**config.mk**
```make
export PLATFORM = sky130hd
export DESIGN_NAME = seq_detect_prog_flat
export DESIGN_NICKNAME = d
export VERILOG_FILES = /design/src/rtl/seq_detect_prog_if.sv /design/src/rtl/seq_detect_prog.sv /design/src/flat_wrapper.sv
export SDC_FILE = /design/constraint.sdc
export NUM_CORES = 1
export LEC_CHECK = 0
export CORE_ASPECT_RATIO = 0.9
export CORE_MARGIN = 2
export CORE_UTILIZATION = 58
export DETAILED_ROUTE_END_ITERATION = 12
export PLACE_DENSITY_LB_ADDON = 0.08
export RECOVER_POWER = 25
export SLEW_MARGIN = 30
export SYNTH_ARGS = -nofsm -noshare
export SYNTH_HDL_FRONTEND = slang
export SYNTH_SLANG_ARGS = --single-unit
```
**constraint.sdc**
```tcl
create_clock -name clk -period 6.4 [get_ports clk]
set_input_delay 0.96 -clock clk [delete_from_list [all_inputs] [get_ports clk]]
set_output_delay 0.96 -clock clk [all_outputs]
set_load 0.1 [all_outputs]
```
**src/rtl/seq_detect_prog_if.sv**
```systemverilog
// Bundle of stream, config and result signals for the programmable detector.
// master drives the stream/config side, slave is the detector.
interface seq_detect_prog_if #(
    parameter int MAX_LEN = 8,
    parameter int CNT_W   = 8,
    parameter int LEN_W   = 4
);
    logic               seq_valid;
    logic               seq_in;
    logic               cfg_we;
    logic [MAX_LEN-1:0] cfg_pat;
    logic [LEN_W-1:0]   cfg_len;
    logic               cfg_ovl;
    logic               cnt_clr;
    logic               detect;
    logic [CNT_W-1:0]   match_cnt;
    logic               armed;

    modport master (
        output seq_valid, seq_in, cfg_we, cfg_pat, cfg_len, cfg_ovl, cnt_clr,
        input  detect, match_cnt, armed
    );

    modport slave (
        input  seq_valid, seq_in, cfg_we, cfg_pat, cfg_len, cfg_ovl, cnt_clr,
        output detect, match_cnt, armed
    );
endinterface

```
**src/rtl/seq_detect_prog.sv**
```systemverilog
// Programmable serial sequence detector: runtime pattern of 1..MAX_LEN bits,
// overlapping or non-overlapping matching, registered pulse and match counter.
module seq_detect_prog #(
    parameter int MAX_LEN = 8,
    parameter int CNT_W   = 8,
    parameter int LEN_W   = 4
) (
    input  logic                clk,
    input  logic                rst_n,
    seq_detect_prog_if.slave    bus
);
    localparam logic [LEN_W-1:0] LEN_MAX = LEN_W'(MAX_LEN);
    localparam logic [LEN_W-1:0] LEN_ONE = LEN_W'(1);
    localparam logic [CNT_W-1:0] CNT_MAX = {CNT_W{1'b1}};

    logic [MAX_LEN-1:0] hist_q, hist_nx;
    logic [MAX_LEN-1:0] pat_q;
    logic [MAX_LEN-1:0] mask;
    logic [LEN_W-1:0]   len_q, len_cfg;
    logic [LEN_W-1:0]   fill_q, fill_inc, fill_nx;
    logic               ovl_q;
    logic               sample;
    logic               hit;
    logic               armed_nx;
    logic               detect_q;
    logic               armed_q;
    logic [CNT_W-1:0]   cnt_q;

    assign sample  = bus.seq_valid && !bus.cfg_we;
    assign hist_nx = {hist_q[MAX_LEN-2:0], bus.seq_in};
    assign len_cfg = (bus.cfg_len > LEN_MAX) ? LEN_MAX : bus.cfg_len;

    always_comb begin
        mask = '0;
        for (int i = 0; i < MAX_LEN; i++) begin
            mask[i] = (i < int'(len_q));
        end
    end

    always_comb begin
        fill_inc = (fill_q >= LEN_MAX) ? LEN_MAX : fill_q + LEN_ONE;
        hit = sample && (len_q != '0) && (fill_inc >= len_q)
              && (((hist_nx ^ pat_q) & mask) == '0);
        // Non-overlap: the matched bits are disqualified from the next match.
        fill_nx = (hit && !ovl_q) ? '0 : fill_inc;
    end

    always_comb begin
        armed_nx = 1'b0;
        if (bus.cfg_we) begin
            armed_nx = 1'b0;
        end else if (sample) begin
            armed_nx = (len_q != '0) && (fill_nx >= len_q);
        end else begin
            armed_nx = (len_q != '0) && (fill_q >= len_q);
        end
    end

    always_ff @(posedge clk or negedge rst_n) begin
        if (!rst_n) begin
            hist_q <= '0;
            fill_q <= '0;
            pat_q  <= '0;
            len_q  <= '0;
            ovl_q  <= 1'b1;
        end else if (bus.cfg_we) begin
            hist_q <= '0;
            fill_q <= '0;
            pat_q  <= bus.cfg_pat;
            len_q  <= len_cfg;
            ovl_q  <= bus.cfg_ovl;
        end else if (sample) begin
            hist_q <= hist_nx;
            fill_q <= fill_nx;
        end
    end

    always_ff @(posedge clk or negedge rst_n) begin
        if (!rst_n) begin
            detect_q <= 1'b0;
            armed_q  <= 1'b0;
        end else begin
            detect_q <= hit;
            armed_q  <= armed_nx;
        end
    end

    // Clear beats a simultaneous match; detect still pulses.
    always_ff @(posedge clk or negedge rst_n) begin
        if (!rst_n) begin
            cnt_q <= '0;
        end else if (bus.cnt_clr) begin
            cnt_q <= '0;
        end else if (hit && cnt_q != CNT_MAX) begin
            cnt_q <= cnt_q + CNT_W'(1);
        end
    end

    assign bus.detect    = detect_q;
    assign bus.armed     = armed_q;
    assign bus.match_cnt = cnt_q;
endmodule

```
**src/flat_wrapper.sv**
```systemverilog
// flat-port wrapper written by rule: the top's interface ports become plain ports
module seq_detect_prog_flat 
#(
    parameter int MAX_LEN = 8,
    parameter int CNT_W   = 8,
    parameter int LEN_W   = 4
)
  (clk, rst_n, bus_seq_valid, bus_seq_in, bus_cfg_we, bus_cfg_pat, bus_cfg_len, bus_cfg_ovl, bus_cnt_clr, bus_detect, bus_match_cnt, bus_armed);
  seq_detect_prog_if #(.MAX_LEN(MAX_LEN), .CNT_W(CNT_W), .LEN_W(LEN_W)) bus_i ();
  input  logic clk;
  input  logic rst_n;
  input wire logic [$bits(bus_i.seq_valid)-1:0] bus_seq_valid;
  input wire logic [$bits(bus_i.seq_in)-1:0] bus_seq_in;
  input wire logic [$bits(bus_i.cfg_we)-1:0] bus_cfg_we;
  input wire logic [$bits(bus_i.cfg_pat)-1:0] bus_cfg_pat;
  input wire logic [$bits(bus_i.cfg_len)-1:0] bus_cfg_len;
  input wire logic [$bits(bus_i.cfg_ovl)-1:0] bus_cfg_ovl;
  input wire logic [$bits(bus_i.cnt_clr)-1:0] bus_cnt_clr;
  output wire logic [$bits(bus_i.detect)-1:0] bus_detect;
  output wire logic [$bits(bus_i.match_cnt)-1:0] bus_match_cnt;
  output wire logic [$bits(bus_i.armed)-1:0] bus_armed;
  assign bus_i.seq_valid = bus_seq_valid;
  assign bus_i.seq_in = bus_seq_in;
  assign bus_i.cfg_we = bus_cfg_we;
  assign bus_i.cfg_pat = bus_cfg_pat;
  assign bus_i.cfg_len = bus_cfg_len;
  assign bus_i.cfg_ovl = bus_cfg_ovl;
  assign bus_i.cnt_clr = bus_cnt_clr;
  assign bus_detect = bus_i.detect;
  assign bus_match_cnt = bus_i.match_cnt;
  assign bus_armed = bus_i.armed;
  seq_detect_prog #(.MAX_LEN(MAX_LEN), .CNT_W(CNT_W), .LEN_W(LEN_W)) u_core (.clk(clk), .rst_n(rst_n), .bus(bus_i));
endmodule
```
# After elaboration in Yosys (flattened, before gate mapping)
# Index checks and enable logic that the tools add are counted.
totals:
  ff_bits: 34
  latch_bits: 0
  ram_bits: 0
  romBits: 0
  inputBits: 19
  output_inout_bits: 10
  elab_cells: 51
  mem_count: 0
op_classes:
  add_sub_neg: 2
  multipliers: 0
  div_mod_pow: 0
  n_lt_le_gt_ge: 13
  n_eq_ne: 1
  shifts: 0
  muxes: 11
  bitwise_logic: 2
  n_reduce_logical: 14
op_table:
  columns: ["op", "count"]
  rows:
  - ["4-bit two-way mux", 5]
  - ["3-bit by 4-bit less-than comparator with 1-bit output (first input constant)", 4]
  - ["8-bit two-way mux", 2]
  - ["7-bit two-way mux", 2]
  - ["4-bit greater-or-equal comparator", 3]
  - ["8-bit by 1-bit adder with 8-bit output (second input constant)", 1]
  - ["8-bit bitwise AND", 1]
  - ["1-bit logical AND", 8]
  - ["8-bit zero test", 1]
  - ["1-bit by 4-bit less-than comparator with 1-bit output (first input constant)", 2]
  - ["2-bit by 4-bit less-than comparator with 1-bit output (first input constant)", 2]
  - ["8-bit inequality test (second input constant)", 1]
  - ["8-bit bitwise XOR", 1]
  - ["4-bit by 1-bit adder with 4-bit output (second input constant)", 1]
  - ["4-bit greater-or-equal comparator (second input constant)", 1]
  - ["4-bit greater-than comparator (second input constant)", 1]
  - ["2-bit nonzero test", 2]
  - ["4-bit nonzero test", 1]
  - ["1-bit zero test", 2]
  - ["1-bit two-way mux", 2]

# Depth between registers and ports, before layout
# Gate-level depths: netlist of the first run.
depth:
  depth_word: 11
  depth_mapped: 18
  mapped_depth_nobuf: 18

# Worst setup path after synthesis of the first run
# OpenSTA, ideal clock, no wires.
synth_path:
  path_kind: "flip-flop to flip-flop"
  from: "reg u_core.fill_q[3]"
  to: "reg u_core.armed_q, in the netlist u_core.bus.armed"
  setup_ns: 0.120
  arrival_time_ns: 3.137
  required_ns: 6.280
  path_slack_ns: 3.143
  path_stages_with_launch: 16
  path_buffers: 0
  synth_period_minus_slack_ns: 3.257
  path_cell_list: "dfrtp_1 > or2_2 > ha_1 > nand2b_1 > a2111oi_0 > a2111oi_2 > o2111ai_2 > nor2_1 > or2_1 > ha_1 > nand2b_1 > a21oi_1 > nor2b_1 > o21ai_0 > nand3b_1 > and3_1"
synth_between:
  elab_chain_cells: 11
  word_cells_on_any_way: 14
  classes_between: "add/sub (1); order compare (4); mux (4); reduce/logical (5)"
synth_lines:
  columns: ["item", "line_no", "text"]
  rows:
  - ["start: declaration", "seq_detect_prog.sv:20", "logic [LEN_W-1:0] fill_q, fill_inc, fill_nx;"]
  - ["start signal: assignment", "seq_detect_prog.sv:74", "fill_q <= fill_nx;"]
  - ["4-bit by 1-bit adder with 4-bit output / 4-bit greater-or-equal comparator (equally long branches)", "seq_detect_prog.sv:41", "fill_inc = (fill_q >= LEN_MAX) ? LEN_MAX : fill_q + LEN_ONE;"]
  - ["4-bit two-way mux", "seq_detect_prog.sv:41", null]
  - ["4-bit greater-or-equal comparator", "seq_detect_prog.sv:42", "hit = sample && (len_q != '0) && (fill_inc >= len_q)"]
  - ["1-bit logical AND", "seq_detect_prog.sv:42", null]
  - ["1-bit logical AND", "seq_detect_prog.sv:43", "&& (((hist_nx ^ pat_q) & mask) == '0);"]
  - ["1-bit logical AND", "seq_detect_prog.sv:45", "fill_nx = (hit && !ovl_q) ? '0 : fill_inc;"]
  - ["4-bit two-way mux", "seq_detect_prog.sv:45", null]
  - ["4-bit greater-or-equal comparator", "seq_detect_prog.sv:53", "armed_nx = (len_q != '0) && (fill_nx >= len_q);"]
  - ["1-bit logical AND", "seq_detect_prog.sv:53", null]
  - ["1-bit two-way mux (*)", "seq_detect_prog.sv:52", "end else if (sample) begin"]
  - ["1-bit two-way mux (*)", "seq_detect_prog.sv:50", "if (bus.cfg_we) begin"]
  - ["net u_core.armed_nx", "seq_detect_prog.sv:24", "logic armed_nx;"]
  - ["end signal: assignment", "seq_detect_prog.sv:84", "armed_q <= armed_nx;"]
  - ["end: declaration", "seq_detect_prog.sv:26", "logic armed_q;"]
# The timed path passes the listed nets; every way through them passes the cells marked *.
# A chain may end at the register's enable or synchronous reset.

# Final worst setup path of the first run
layout_path:
  from: "in bus_seq_valid"
  to: "reg u_core.armed_q, in the netlist u_core.bus.armed"
layout_between:
  elab_chain_cells: 10
layout_lines:
  columns: ["item", "line_no", "text"]
  rows:
  - ["start: declaration", "flat_wrapper.sv:12", "input wire logic [$bits(bus_i.seq_valid)-1:0] bus_seq_valid;"]
  - ["1-bit logical AND (*)", "seq_detect_prog.sv:29", "assign sample = bus.seq_valid && !bus.cfg_we;"]
  - ["1-bit logical AND (2 in series)", "seq_detect_prog.sv:42", null]
  - ["1-bit logical AND", "seq_detect_prog.sv:43", null]
  - ["1-bit logical AND", "seq_detect_prog.sv:45", null]
  - ["4-bit two-way mux", "seq_detect_prog.sv:45", null]
  - ["4-bit greater-or-equal comparator", "seq_detect_prog.sv:53", null]
  - ["1-bit logical AND", "seq_detect_prog.sv:53", null]
  - ["1-bit two-way mux (*)", "seq_detect_prog.sv:52", null]
  - ["1-bit two-way mux (*)", "seq_detect_prog.sv:50", null]
  - ["net u_core.armed_nx", "seq_detect_prog.sv:24", null]
# Marked as above.

==> results of run 1 <==
-- flip-flops by register name (all words and copies together) (netlist names) --
| register | flops |
|---|---|
| u_core.bus.match_cnt | 8 |
| u_core.pat_q | 8 |
| u_core.hist_q | 7 |
| u_core.fill_q | 4 |
| u_core.len_q | 4 |
| u_core.bus.armed | 1 |
| u_core.bus.detect | 1 |
| u_core.ovl_q | 1 |
-- report_power, final --
part,total (mW),switching [mW],internal (mW)
Sequential,0.236,0.0106,0.226
Combinational,0.0819,0.0432,0.0387
Clock,0.160,0.0729,0.0867
-- through the flow --
stage	total power [mW]	instance area [µm²]	utilization	hold slack [ps]	setup WS, ps
global route	0.503	2330	0.749	561	2010
detailed placement	0.323	2250	0.723	530	1960
CTS	0.483	2340	0.753	536	2230
global placement	0.319	2250	0.723	514	2080
floorplan	0.292	1940	-	502	3140
finish	0.478	2330	0.749	534	2310
-- worst max path at each step --
stage	to	cells after the start
6_report	u_core.bus.armed$_DFF_PN0_	13
5_1_grt	u_core.bus.armed$_DFF_PN0_	13
4_1_cts	u_core.bus.armed$_DFF_PN0_	12
3_5_place_dp	u_core.bus.armed$_DFF_PN0_	12
3_3_place_gp	u_core.bus.armed$_DFF_PN0_	12
2_1_floorplan	u_core.bus.armed$_DFF_PN0_	15
-- cell families (layout without fill, tap and decap cells) --
kind of cell             after synthesis  after routing
AO/OA/AOI/OAI                         39             39
XOR/XNOR                               9              9
AND/OR/NAND/NOR                       59             59
adder cells (fa/ha/maj)               15             15
buffers and inverters                 18             48
flip-flops                            34             34
multiplexers                          17             17
-- cell usage after synthesis (2+ instances only) --
cell	number	area, µm²
dfrtp_1	33	826
nor2_1	17	63.8
ha_1	15	188
a21oi_1	11	55.1
inv_1	10	37.5
nand2_1	10	37.5
mux2_2	9	101
xnor2_1	8	70.1
mux2i_1	7	70.1
nand2b_1	7	43.8
o21ai_0	6	30.0
o31ai_1	5	37.5
buf_1	4	15.0
nand3_1	4	20.0
nor2b_1	4	25.0
or4_1	4	30.0
o21ai_1	3	15.0
a31oi_1	2	12.5
clkbuf_1	2	7.51
nand3b_1	2	15.0
nor3_1	2	10.0
o22ai_1	2	12.5
o32ai_1	2	17.5
o41ai_1	2	17.5
or3_1	2	12.5
-- area by class of cell --
type | count | share of cell area
clock inverters | 1 | 0.00214
clock buffers | 7 | 0.0370
flip-flops and latches | 34 | 0.365
inverters | 11 | 0.0177
repair buffers | 29 | 0.119
multi-input cells | 139 | 0.436
well taps | 42 | 0.0225
-- per-layer routing --
layer / vias up / share of wire / wire length (µm) / GRT usage
met5: - / 0 / 0 / 0
met4: 0 / 0.015 / 58 / 0.0942
met1: 740 / 0.42 / 1670 / 0.303
li1: 744 / - / - / -
met3: 9 / 0.063 / 250 / 0.0650
met2: 60 / 0.50 / 1970 / 0.406
==> run_results.csv, run 1 <==
group,metric,value,unit
yosys,synth_top_family_by_area,"simple AND/OR/NAND/NOR gates",
critical_path,startpoint_type,"input pin",
layout,final_cell_mix,"33 x dfrtp_1, 26 x clkdlybuf4s50_1, 17 x nor2_1",
clocking,post_cts_resized,0,
critical_path,crit_path_end_kind,"register",
critical_path,r2r_start,"u_core.fill_q[3]$_DFFE_PN0P_",
timing,min_period,4090,ps
yosys,syn_nets,225,
timing,setup_tns,0,ps
clocking,cts_tree,"done",
floorplanning,die-width,65.0,µm
clocking,path_clk_slew,70,ps
layout,area_growth_syn_to_layout,20.3,%
critical_path,timing.rr.end,"u_core.bus.armed$_DFF_PN0_",
clocking,clock-sinks,34,
layout,diodes,0,
timing,fin_skew,2.22,ps
yosys,syn_area,1940,µm²
yosys,postSynth.asyncResetShare,1.00,
placed_design,gp_congestion,0.909,
flow_run,maxCapViolCount,1,
yosys,yosys-mux-area-fraction,0.0942,
yosys,yosys.area_share.simple,0.160,
global_route,overflow,0,
floorplanning,rows,19,
timing,grt_setup_unrepaired,"false",
power_and_ir_drop,vdd_ir_drop_max,0.196,mV
critical_path,cp_top_family,"simple AND/OR/NAND/NOR gates",
layout,multi_input_area,1020,µm²
floorplanning,io_pins,29,
routing,vias,1553,
critical_path,path_class,"in -> reg",
global_route,track_usage,0.243,
layout,final_common_cell,"dfrtp_1",
hold_path,hold_start,"u_core.pat_q[0]$_DFFE_PN0P_",
hold_path,hp-class,"reg -> reg",
yosys,syn_inst,191,
yosys,synth_xor_area_frac,0.0406,
yosys,synth_enable_flop_cells,0,
critical_path,r2r_slack,2480,ps
yosys,synthAdderAreaFrac,0.0968,
routing,vias_per_cell,5.90,
timing,slew_violations,35,
power_and_ir_drop,powerDensity,205,nW/µm²
critical_path,ff2ff_path_depth,15,
placed_design,io_buffers,28,
clocking,cts_setup_buffers,0,
floorplanning,initial_core_util,0.623,
timing,hold_violations,0,
layout,drive_gt1_frac,0.0995,
yosys,ys_types,43,
layout,nFillCells,216,
power_and_ir_drop,leakagePower,1.01,nW
yosys,ys.flop_type,"dfrtp_1",
status,outcome,"complete, but fails checks",
critical_path,cp_slowest_cell,"clkdlybuf4s50_1",
critical_path,cp_data_arrival_time,4260,ps
yosys,synth_area_per_cell,10.2,µm²
clocking,clk_latency,280,ps
timing,max_slew_margin,-0.167,
global_route,grt_pass1_wl,7130,µm
placed_design,place_inst,255,
floorplanning,dieArea,3820,µm²
critical_path,critPathMaxStageDelay,900,ps
global_route,grt_max_degree,35,
yosys,synth-compound-area-share,0.134,
hold_path,whs_path_depth,1,
layout,fin_nets,254,
status,violations,"max-capacitance violations, max-slew violations",
routing,ant_nets,0,
global_route,antenna_found_initial,0,
layout,regArea,852,µm²
clocking,cts.root.buffer_cell,"clkbuf_8",
floorplanning,core_area,3110,µm²
routing,drc,0,
critical_path,cp_data_required_time,6570,ps
routing,wl,3950,µm
critical_path,critPathBufInv,1,
critical_path,crit_fanout,16,
routing,dr.pass1.iters,4,
timing,worst_pin_slew,1750,ps
routing,drtIter0Drc,131,
global_route,grt_pass1_vias,1586,
floorplanning,chipHeight,58.9,µm
clocking,cts-htree-levels,2,
yosys,ys_ff_latch,34,
critical_path,cp_cell_sequence,"clkdlybuf4s50_1, o211ai_1, nor2_1, o2111ai_2, nor2_1, or2_1, ha_1, nand2b_1, a21oi_1, nor2b_1, o21ai_0, nand3b_1, and3_1",
timing,max_freq,244,MHz
clocking,hold_buffers,0,
placed_design,dpl.hpwl,2870,µm
critical_path,critPathLaunch,"bus_seq_valid",
layout,stdcell_count,263,
routing,wl_per_cell,15.0,µm
hold_path,hold_path_end,"u_core.pat_q[0]$_DFFE_PN0P_",
timing,fin_crit_sh,0.639,
yosys,yosysSeqAreaShare,0.439,
clocking,cts_buffer_depth,2,
timing,finalSetupViolations,0,
yosys,yosysWarnings,0,
critical_path,crit_path_frequent_cell,"nor2_1",
clocking,cts_made_buffers,5,
Power figures use the tool's default switching activity.
==> run 2, diff against run 1 <==
--- a/config.mk
+++ b/config.mk
@@ -7,7 +7,7 @@
 export LEC_CHECK = 0
 export CORE_ASPECT_RATIO = 0.9
 export CORE_MARGIN = 2
-export CORE_UTILIZATION = 58
+export CORE_UTILIZATION = 54
 export DETAILED_ROUTE_END_ITERATION = 12
 export PLACE_DENSITY_LB_ADDON = 0.08
 export RECOVER_POWER = 25
==> constraint.sdc (replaced) <==
create_clock -name clk -period 3.8 [get_ports clk]
set_input_delay 0.57 -clock clk [delete_from_list [all_inputs] [get_ports clk]]
set_output_delay 0.57 -clock clk [all_outputs]
set_load 0.1 [all_outputs]
==> run 2 against run 1 <==
The flow still finishes with violations (max-capacitance violations, max-slew violations). Clock-buffer cell count fell by 2. Power rose by 83%. Global-route usage fell by 1.8 points. Largest cell class unchanged.
==> run_results.csv, run 2 (same netlist as run 1, synthesis figures left out) <==
group,metric,value,unit
clocking,clk_latency,300,ps
clocking,path_clk_slew,80,ps
timing,slew_violations,35,
routing,drtIter0Drc,86,
clocking,hold_buffers,0,
power_and_ir_drop,p_seq_frac,0.455,
clocking,cts_made_buffers,5,
timing,hold_violations,0,
floorplanning,core_area,3400,µm²
placed_design,io_buffers,28,
power_and_ir_drop,leakagePower,1.03,nW
layout,diodes,0,
routing,dr.pass1.iters,4,
power_and_ir_drop,p_comb_frac,0.161,
power_and_ir_drop,clkPwrFrac,0.384,
critical_path,crit_path_frequent_cell,"ha_1",
floorplanning,dieArea,4090,µm²
power_and_ir_drop,powerDensity,366,nW/µm²
critical_path,cp_data_required_time,3980,ps
flow_run,maxCapViolCount,1,
placed_design,gp_congestion,0.908,
status,violations,"max-capacitance violations, max-slew violations",
critical_path,critPathLaunch,"u_core.fill_q[1]$_DFFE_PN0P_",
routing,vias,1543,
layout,area_growth_syn_to_layout,23.1,%
critical_path,cp_cell_sequence,"ha_1, xor2_1, nand2b_1, inv_1, ha_1, o21a_1, nor2_1, a2111oi_2, o2111ai_2, nor2_1, or2_1, ha_1, nand2b_1, a21oi_1, nor2b_1, o21ai_0, nand3b_1, and3_1",
power_and_ir_drop,p_int,643,µW
power_and_ir_drop,vdd_ir_drop_max,0.287,mV
routing,ant_nets,0,
global_route,antenna_found_initial,0,
critical_path,cp_data_arrival_time,3720,ps
clocking,cts_buffer_depth,2,
critical_path,r2r_start,"u_core.fill_q[1]$_DFFE_PN0P_",
critical_path,startpoint_type,"register",
timing,grt_setup_unrepaired,"false",
floorplanning,initial_core_util,0.570,
critical_path,ff2ff_path_depth,18,
critical_path,endpoint,"u_core.bus.armed$_DFF_PN0_",
floorplanning,die-width,67.2,µm
timing,fin_crit_sh,0.933,
timing,setup_tns,0,ps
critical_path,critPathMaxStageDelay,450,ps
clocking,cts.root.buffer_cell,"clkbuf_8",
floorplanning,rows,20,
layout,final_common_cell,"dfrtp_1",
critical_path,timing.rr.end,"u_core.bus.armed$_DFF_PN0_",
critical_path,cp_slowest_cell,"dfrtp_1",
global_route,track_usage,0.225,
critical_path,r2r_slack,260,ps
clocking,cts_tree,"done",
critical_path,crit_path_end_kind,"register",
critical_path,crit_fanout,8,
timing,min_period,3540,ps
floorplanning,chipHeight,60.9,µm
global_route,overflow,0,
placed_design,dpl.hpwl,2970,µm
timing,max_slew_margin,-0.219,
layout,drive_gt1_frac,0.116,
routing,drc,0,
clocking,cts-htree-levels,2,
power_and_ir_drop,swShare,0.265,
global_route,grt_pass1_vias,1487,
clocking,cts_setup_buffers,0,
global_route,grt_max_degree,35,
layout,post-route-util,0.701,
floorplanning,io_pins,29,
layout,final_cell_mix,"33 x dfrtp_1, 27 x clkdlybuf4s50_1, 17 x nor2_1",
hold_path,hp-class,"reg -> reg",
routing,wl,4120,µm
timing,worst_pin_slew,1830,ps
global_route,grt_pass1_wl,6810,µm
clocking,post_cts_resized,0,
status,outcome,"complete, but fails checks",
power_and_ir_drop,power_switching,232,µW
timing,fin_skew,11.0,ps
routing,vias_per_cell,5.76,
routing,wl_per_cell,15.4,µm
clocking,clock-sinks,34,
timing,finalSetupViolations,0,
critical_path,path_class,"reg -> reg",
layout,fin_nets,257,
timing,max_freq,282,MHz
## run 2: worst min path at each step
stage               slack [ps]                   startpoint                           to  cells after the start
floorplan                  270                        rst_n   u_core.bus.armed$_DFF_PN0_                      0
global placement           510  u_core.pat_q[3]$_DFFE_PN0P_  u_core.pat_q[3]$_DFFE_PN0P_                      1
detailed placement         520  u_core.pat_q[0]$_DFFE_PN0P_  u_core.pat_q[0]$_DFFE_PN0P_                      1
CTS                        540  u_core.pat_q[3]$_DFFE_PN0P_  u_core.pat_q[3]$_DFFE_PN0P_                      1
global route               560  u_core.pat_q[0]$_DFFE_PN0P_  u_core.pat_q[0]$_DFFE_PN0P_                      1
finish                     530  u_core.pat_q[3]$_DFFE_PN0P_  u_core.pat_q[3]$_DFFE_PN0P_                      1
## run 2: per-layer routing
| metal | global-route usage | up-vias | share of wire |
|---|---|---|---|
| met5 | 0 | - | 0 |
| li1 | - | 748 | - |
| met2 | 0.368 | 38 | 0.47 |
| met1 | 0.296 | 751 | 0.47 |
| met3 | 0.0482 | 6 | 0.047 |
| met4 | 0.0875 | 0 | 0.012 |
## run 2: cell type report
type                       count  area [µm²]
tap                           44        55.1
timing repair buffer          32         307
inverter                      11        41.3
multi-input combinational    139        1020
sequential                    34         852
fill                         252        1020
clock buffer                   5        68.8
clock inverter                 3        45.0
## run 2: power groups by stage
stage          logic, mW  registers [mW]  clock network [mW]
2_1_floorplan     0.0814           0.410                   0
3_3_place_gp       0.135           0.404                   0
3_5_place_dp       0.142           0.404                   0
4_1_cts            0.143           0.397               0.341
5_1_grt            0.157           0.400               0.354
6_report           0.141           0.398               0.336
## run 2: per-stage QoR
stage	hold slack [ps]	total power [mW]	setup slack, ps	instances	area, µm²
after detailed placement	518	0.546	281	260	2280
after floorplan	274	0.491	543	191	1940
after global routing	557	0.911	62.7	268	2390
after CTS	537	0.882	273	268	2390
after global placement	514	0.539	492	260	2280
final	533	0.874	256	268	2390
## run 2: worst max-delay path, delay by kind of cell, from the launching register on
| kind | cells | cell delay, ps |
|---|---|---|
| and+or+nand+nor | 8 | 1220 |
| xor gates and xnor gates | 1 | 160 |
| adders and majority gates | 3 | 710 |
| buffers and inverters | 1 | 70 |
| DFF | 1 | 450 |
| AOI/OAI and AO/OA | 5 | 830 |
==> edit 1: new RTL, config.mk and constraints of run 1 <==
`LEN_W` is set to 4 in 3 places; all go to 8.
--- a/src/rtl/seq_detect_prog_if.sv
+++ b/src/rtl/seq_detect_prog_if.sv
@@ -3,7 +3,7 @@
 interface seq_detect_prog_if #(
     parameter int MAX_LEN = 8,
     parameter int CNT_W   = 8,
-    parameter int LEN_W   = 4
+    parameter int LEN_W   = 8
 );
     logic               seq_valid;
     logic               seq_in;
--- a/src/rtl/seq_detect_prog.sv
+++ b/src/rtl/seq_detect_prog.sv
@@ -3,7 +3,7 @@
 module seq_detect_prog #(
     parameter int MAX_LEN = 8,
     parameter int CNT_W   = 8,
-    parameter int LEN_W   = 4
+    parameter int LEN_W   = 8
 ) (
     input  logic                clk,
     input  logic                rst_n,
--- a/src/flat_wrapper.sv
+++ b/src/flat_wrapper.sv
@@ -3,7 +3,7 @@
 #(
     parameter int MAX_LEN = 8,
     parameter int CNT_W   = 8,
-    parameter int LEN_W   = 4
+    parameter int LEN_W   = 8
 )
   (clk, rst_n, bus_seq_valid, bus_seq_in, bus_cfg_we, bus_cfg_pat, bus_cfg_len, bus_cfg_ovl, bus_cnt_clr, bus_detect, bus_match_cnt, bus_armed);
   seq_detect_prog_if #(.MAX_LEN(MAX_LEN), .CNT_W(CNT_W), .LEN_W(LEN_W)) bus_i ();
Interface: changed (resized bus_cfg_len); port bits go from 29 to 33. No check against the original RTL was run, so the function may have changed too.
==> edit 1 against run 1 <==
  * Wire length grew 25%
  * Count of clock-buffer cells in the layout decreased by 2
  * Cell area is 32% higher
  * Synthesized area rose by 34%
  * Largest cell class unchanged
  * Sequential cell count increased by 8
  * Combinational power is 5.5% lower
  * Total power increased by 12%
  * Via count up 23%
  * The flow still finishes with violations (max-capacitance violations, max-slew violations)
  * Synthesized cell count rose by 31%
  * Setup slack better by 0.0054 ns
==> edit 1: results <==
[routing]
vias = 1917
via_per_inst = 5.42
drt-initial-drc-count = 74
post_drt_wl_per_cell_um = 14.0

[worst_setup_path]
cp_max_fo = 13
rr_startpoint = u_core.fill_q[4]
arrival_ns = 4.28
ff2ff_setup_slack_ns = 2.41
path_class = input pin to flip-flop
startpoint = bus_seq_valid
r2r_cells = 18

[global_route]
grt_pass1_wl_mm = 8.45
grt_max_degree = 43
gr-usage-all-layers_pct = 22.5
grt_pass1_vias = 1766

[sta]
fin_skew_ns = 0.00648
slew_violations = 43
slew_headroom_pct = -43.6

[yosys]
synthDistinctLibCells = 55
synth_common_cells = dfrtp_1 (41), nor2_1 (29), ha_1 (27), inv_1 (15), nand2_1 (13)
synth_ff_type = dfrtp_1
yosys-top-cells-area = dfrtp_1 (39%), ha_1 (13%), nor2_1 (4.2%)
synthArstFlopShare_pct = 100
syn_inst = 250
seq_area_frac_synth_pct = 40.4

[placement]
dp.cells = 346
port_buffers = 32
place_area_sq_um = 3000
place_congestion = 0.856
dp_hpwl_mm = 3.80

[outcome]
violations = max-capacitance violations, max-slew violations
status = complete, but fails checks

[layout]
layout-drive-gt1-share_pct = 10.6
syn2layout_area_growth_pct = 18.7
nFillCells = 348
fin_nets = 341

[clock_network]
clk_latency_ns = 0.30
ctsResizeCount = 0

[power_and_ir_drop]
max-vdd-ir-drop_v = 0.000177
internal_power_uw = 391
p_leak_uw = 0.00144

[job]
maxCapViolations = 1

[min_path]
hold_start = u_core.pat_q[7]
edit 1: how the worst min path moves through the flow:
| stage | slack (ns) | cells past startpoint | to |
|---|---|---|---|
| 4_1_cts | 0.54 | 1 | u_core.pat_q[7] |
| 3_3_place_gp | 0.51 | 1 | u_core.pat_q[0] |
| 6_report | 0.53 | 1 | u_core.pat_q[7] |
| 2_1_floorplan | 0.48 | 1 | u_core.fill_q[6] |
| 5_1_grt | 0.56 | 1 | u_core.pat_q[7] |
| 3_5_place_dp | 0.52 | 1 | u_core.pat_q[7] |
edit 1: through the flow:
| step | worst slack [ns] | hold slack, ns |
|---|---|---|
| 2_1_floorplan | 2.92 | 0.484 |
| 3_3_place_gp | 2.09 | 0.511 |
| 3_5_place_dp | 2.01 | 0.519 |
| 4_1_cts | 2.33 | 0.540 |
| 5_1_grt | 2.04 | 0.556 |
| 6_report | 2.31 | 0.531 |
edit 1: power by group through the flow:
stage	combinational (uW)	clock (uW)	sequential, uW
after CTS	78.2	183	281
final	77.4	179	281
after detailed placement	77.6	0	287
after global routing	87.9	194	282
after floorplan	46.2	0	288
after global placement	75.6	0	286
edit 1: logic make-up (layout without fill, tap and decap cells):
| logic type | Yosys count | in the layout | share of synthesized area (%) |
|---|---|---|---|
| adder cells (fa/ha/maj) | 27 | 27 | 13.0 |
| multiplexers | 22 | 22 | 9.27 |
| buffers and inverters | 21 | 56 | 3.41 |
| AND/OR/NAND/NOR | 88 | 88 | 19.0 |
| XOR/XNOR | 9 | 9 | 3.03 |
| other | 1 | 8 | 0.144 |
| AO/OA/AOI/OAI | 40 | 40 | 11.8 |
| flip-flops | 42 | 42 | 40.4 |
edit 1: layout make-up:
type | count | area share [%]
tap | 62 | 2.51
clock buffer | 5 | 2.23
sequential | 42 | 34.0
clock inverter | 3 | 0.810
multi-input combinational | 194 | 48.2
timing repair buffer | 33 | 10.4
inverter | 15 | 1.82
edit 1: layer usage:
layer | routed length, um | global-route usage (%)
met1 | 2520 | 32.4
met2 | 2210 | 34.1
met3 | 155 | 4.48
met4 | 63 | 7.37
met5 | 0 | 0
==> edit 2: new RTL, config.mk and constraints of run 1 <==
Without the edit above. Make the reset (`rst_n`) synchronous in 3 clocked blocks.
--- a/src/rtl/seq_detect_prog.sv
+++ b/src/rtl/seq_detect_prog.sv
@@ -56,7 +56,7 @@
         end
     end
 
-    always_ff @(posedge clk or negedge rst_n) begin
+    always_ff @(posedge clk) begin
         if (!rst_n) begin
             hist_q <= '0;
             fill_q <= '0;
@@ -75,7 +75,7 @@
         end
     end
 
-    always_ff @(posedge clk or negedge rst_n) begin
+    always_ff @(posedge clk) begin
         if (!rst_n) begin
             detect_q <= 1'b0;
             armed_q  <= 1'b0;
@@ -86,7 +86,7 @@
     end
 
     // Clear beats a simultaneous match; detect still pulses.
-    always_ff @(posedge clk or negedge rst_n) begin
+    always_ff @(posedge clk) begin
         if (!rst_n) begin
             cnt_q <= '0;
         end else if (bus.cnt_clr) begin
Formal check against the unedited RTL: differs if rst_n is asserted again (counterexample within 4 cycles, from zero or initial values and one cycle with rst_n low); with rst_n held inactive, the same outputs for 10 cycles.
==> edit 2 against run 1 <==
  * First-iteration DRC count shrank 32%
  * Sequential cell count unchanged
  * Total power fell by 9.7%
  * Wire length down 5.4%
  * Critical path depth down 1
  * Setup slack better by 0.13 ns
  * Cell area down 4.3%
  * Synthesized area is 4.3% lower
  * Critical path type unchanged
  * Critical endpoint is now u_core.bus.armed
  * Largest cell class unchanged
  * Highest routed layer unchanged
==> edit 2: results <==
[yosys]
synth_common_cells = dfxtp_1 (34), mux2i_1 (19), nor2_1 (17), ha_1 (15)
yosys-top-cells-area = dfxtp_1 (37%), mux2i_1 (10%), ha_1 (10%)
ys_warn_count = 0
synth_fp_nets = 235
synthArstFlopShare_pct = 0
synthDistinctLibCells = 43
seq_area_frac_synth_pct = 36.7

[global_route]
grt_pass1_vias = 1509
antenna_found_initial = 0
grt_max_degree = 19
gr-usage-all-layers_pct = 22.4
grt_pass1_wl_mm = 6.47

[placement]
post-place-ws_ns = 2.03
port_buffers = 28
dp_hpwl_mm = 2.85
place_area_sq_um = 2160
place_congestion = 0.842

[clock_network]
post_cts_buffers = 0
clk_latency_ns = 0.33
cts-buffers-inserted = 5
cts_root_buffer = clkbuf_4
ctsResizeCount = 0
cts.path.max_buffers = 2
clkTransAtPathRegs_ns = 0.10
cts_max_level = 2

[layout]
fin_nets = 263
diodes = 0
layout-drive-gt1-share_pct = 3.91

[power_and_ir_drop]
p_leak_uw = 0.000956
max-vdd-ir-drop_v = 0.000160

[routing]
drt-initial-drc-count = 89
routed_wirelength_mm = 3.74
via_per_inst = 5.58
drt-pass1-iter-count = 4

[min_path]
hold_path_class = flip-flop to flip-flop

[worst_setup_path]
cpLargestDelayFamily = simple AND/OR/NAND/NOR gates
arrival_ns = 4.17
cp_max_fo = 18
cpPeakStageDelay_ns = 0.85
cp_slowest_cell = dlygate4sd3_1

[outcome]
status = complete, no violations

[sta]
slew_headroom_pct = 34.3
fin_skew_ns = 0.00620
-- edit 2: cell types whose count changed in the layout (fill, tap and decap cells not counted), moves of 5 or more --
cell      delta
dfxtp_1     +34
dfrtp_1     -33
mux2i_1     +12
mux2_2       -9
a21oi_1      -7
nor2b_1      +7
clkbuf_8     -6
clkbuf_4     +5
nand2b_1     +5
-- edit 2: logic make-up after synthesis --
family | Yosys count | synth area share [%]
fa+ha+maj | 15 | 10.1
simple gates | 72 | 21.4
buf+inv | 19 | 4.11
flops | 34 | 36.7
xor+xnor | 11 | 5.19
mux | 19 | 10.2
compound gates | 31 | 12.2
-- edit 2: routing by layer --
metal	share of wire [%]	track usage [%]	vias up
met1	44	27.1	715
met2	50	40.2	35
li1	-	-	761
met5	0	0	-
met3	4.5	4.85	7
met4	1.1	7.14	0
-- edit 2: power breakdown --
part | switching (uW) | total, uW | internal [uW]
sequential | 5.37 | 222 | 217
clock | 70.5 | 153 | 82.9
combinational | 27.2 | 55.8 | 28.6
total | 103 | 432 | 329
-- edit 2: worst min-delay path, stage by stage, from the launching register on --
cell and delay [ns]:
dfxtp_1 0.34, nand2_1 0.06, mux2i_1 0.06
-- edit 2: path summary, 6_finish.rpt --
kind                                         startpoint                      end  slack [ns]  cells after the start
worst max-delay path                         bus_cfg_we         u_core.bus.armed        2.44                     12
worst min-delay path            u_core.bus.match_cnt[5]  u_core.bus.match_cnt[5]        0.50                      2
worst max register to register         u_core.fill_q[0]         u_core.bus.armed        3.06                     15
worst min register to register  u_core.bus.match_cnt[5]  u_core.bus.match_cnt[5]        0.50                      2
-- edit 2: final cells by class --
| class | instances | area, sq um |
|---|---|---|
| clock buffer | 7 | 45.0 |
| clock inverter | 1 | 30.0 |
| fill | 267 | 811 |
| inverter | 12 | 45.0 |
| multi-input combinational | 148 | 1100 |
| sequential | 34 | 681 |
| tap | 42 | 52.6 |
| timing repair buffer | 28 | 280 |
-- edit 2: metrics by stage --
stage	instances	utilization, %
5_1_grt	272	73.4
3_5_place_dp	264	70.9
3_3_place_gp	264	70.9
6_report	272	73.4
4_1_cts	272	73.4
2_1_floorplan	201	-
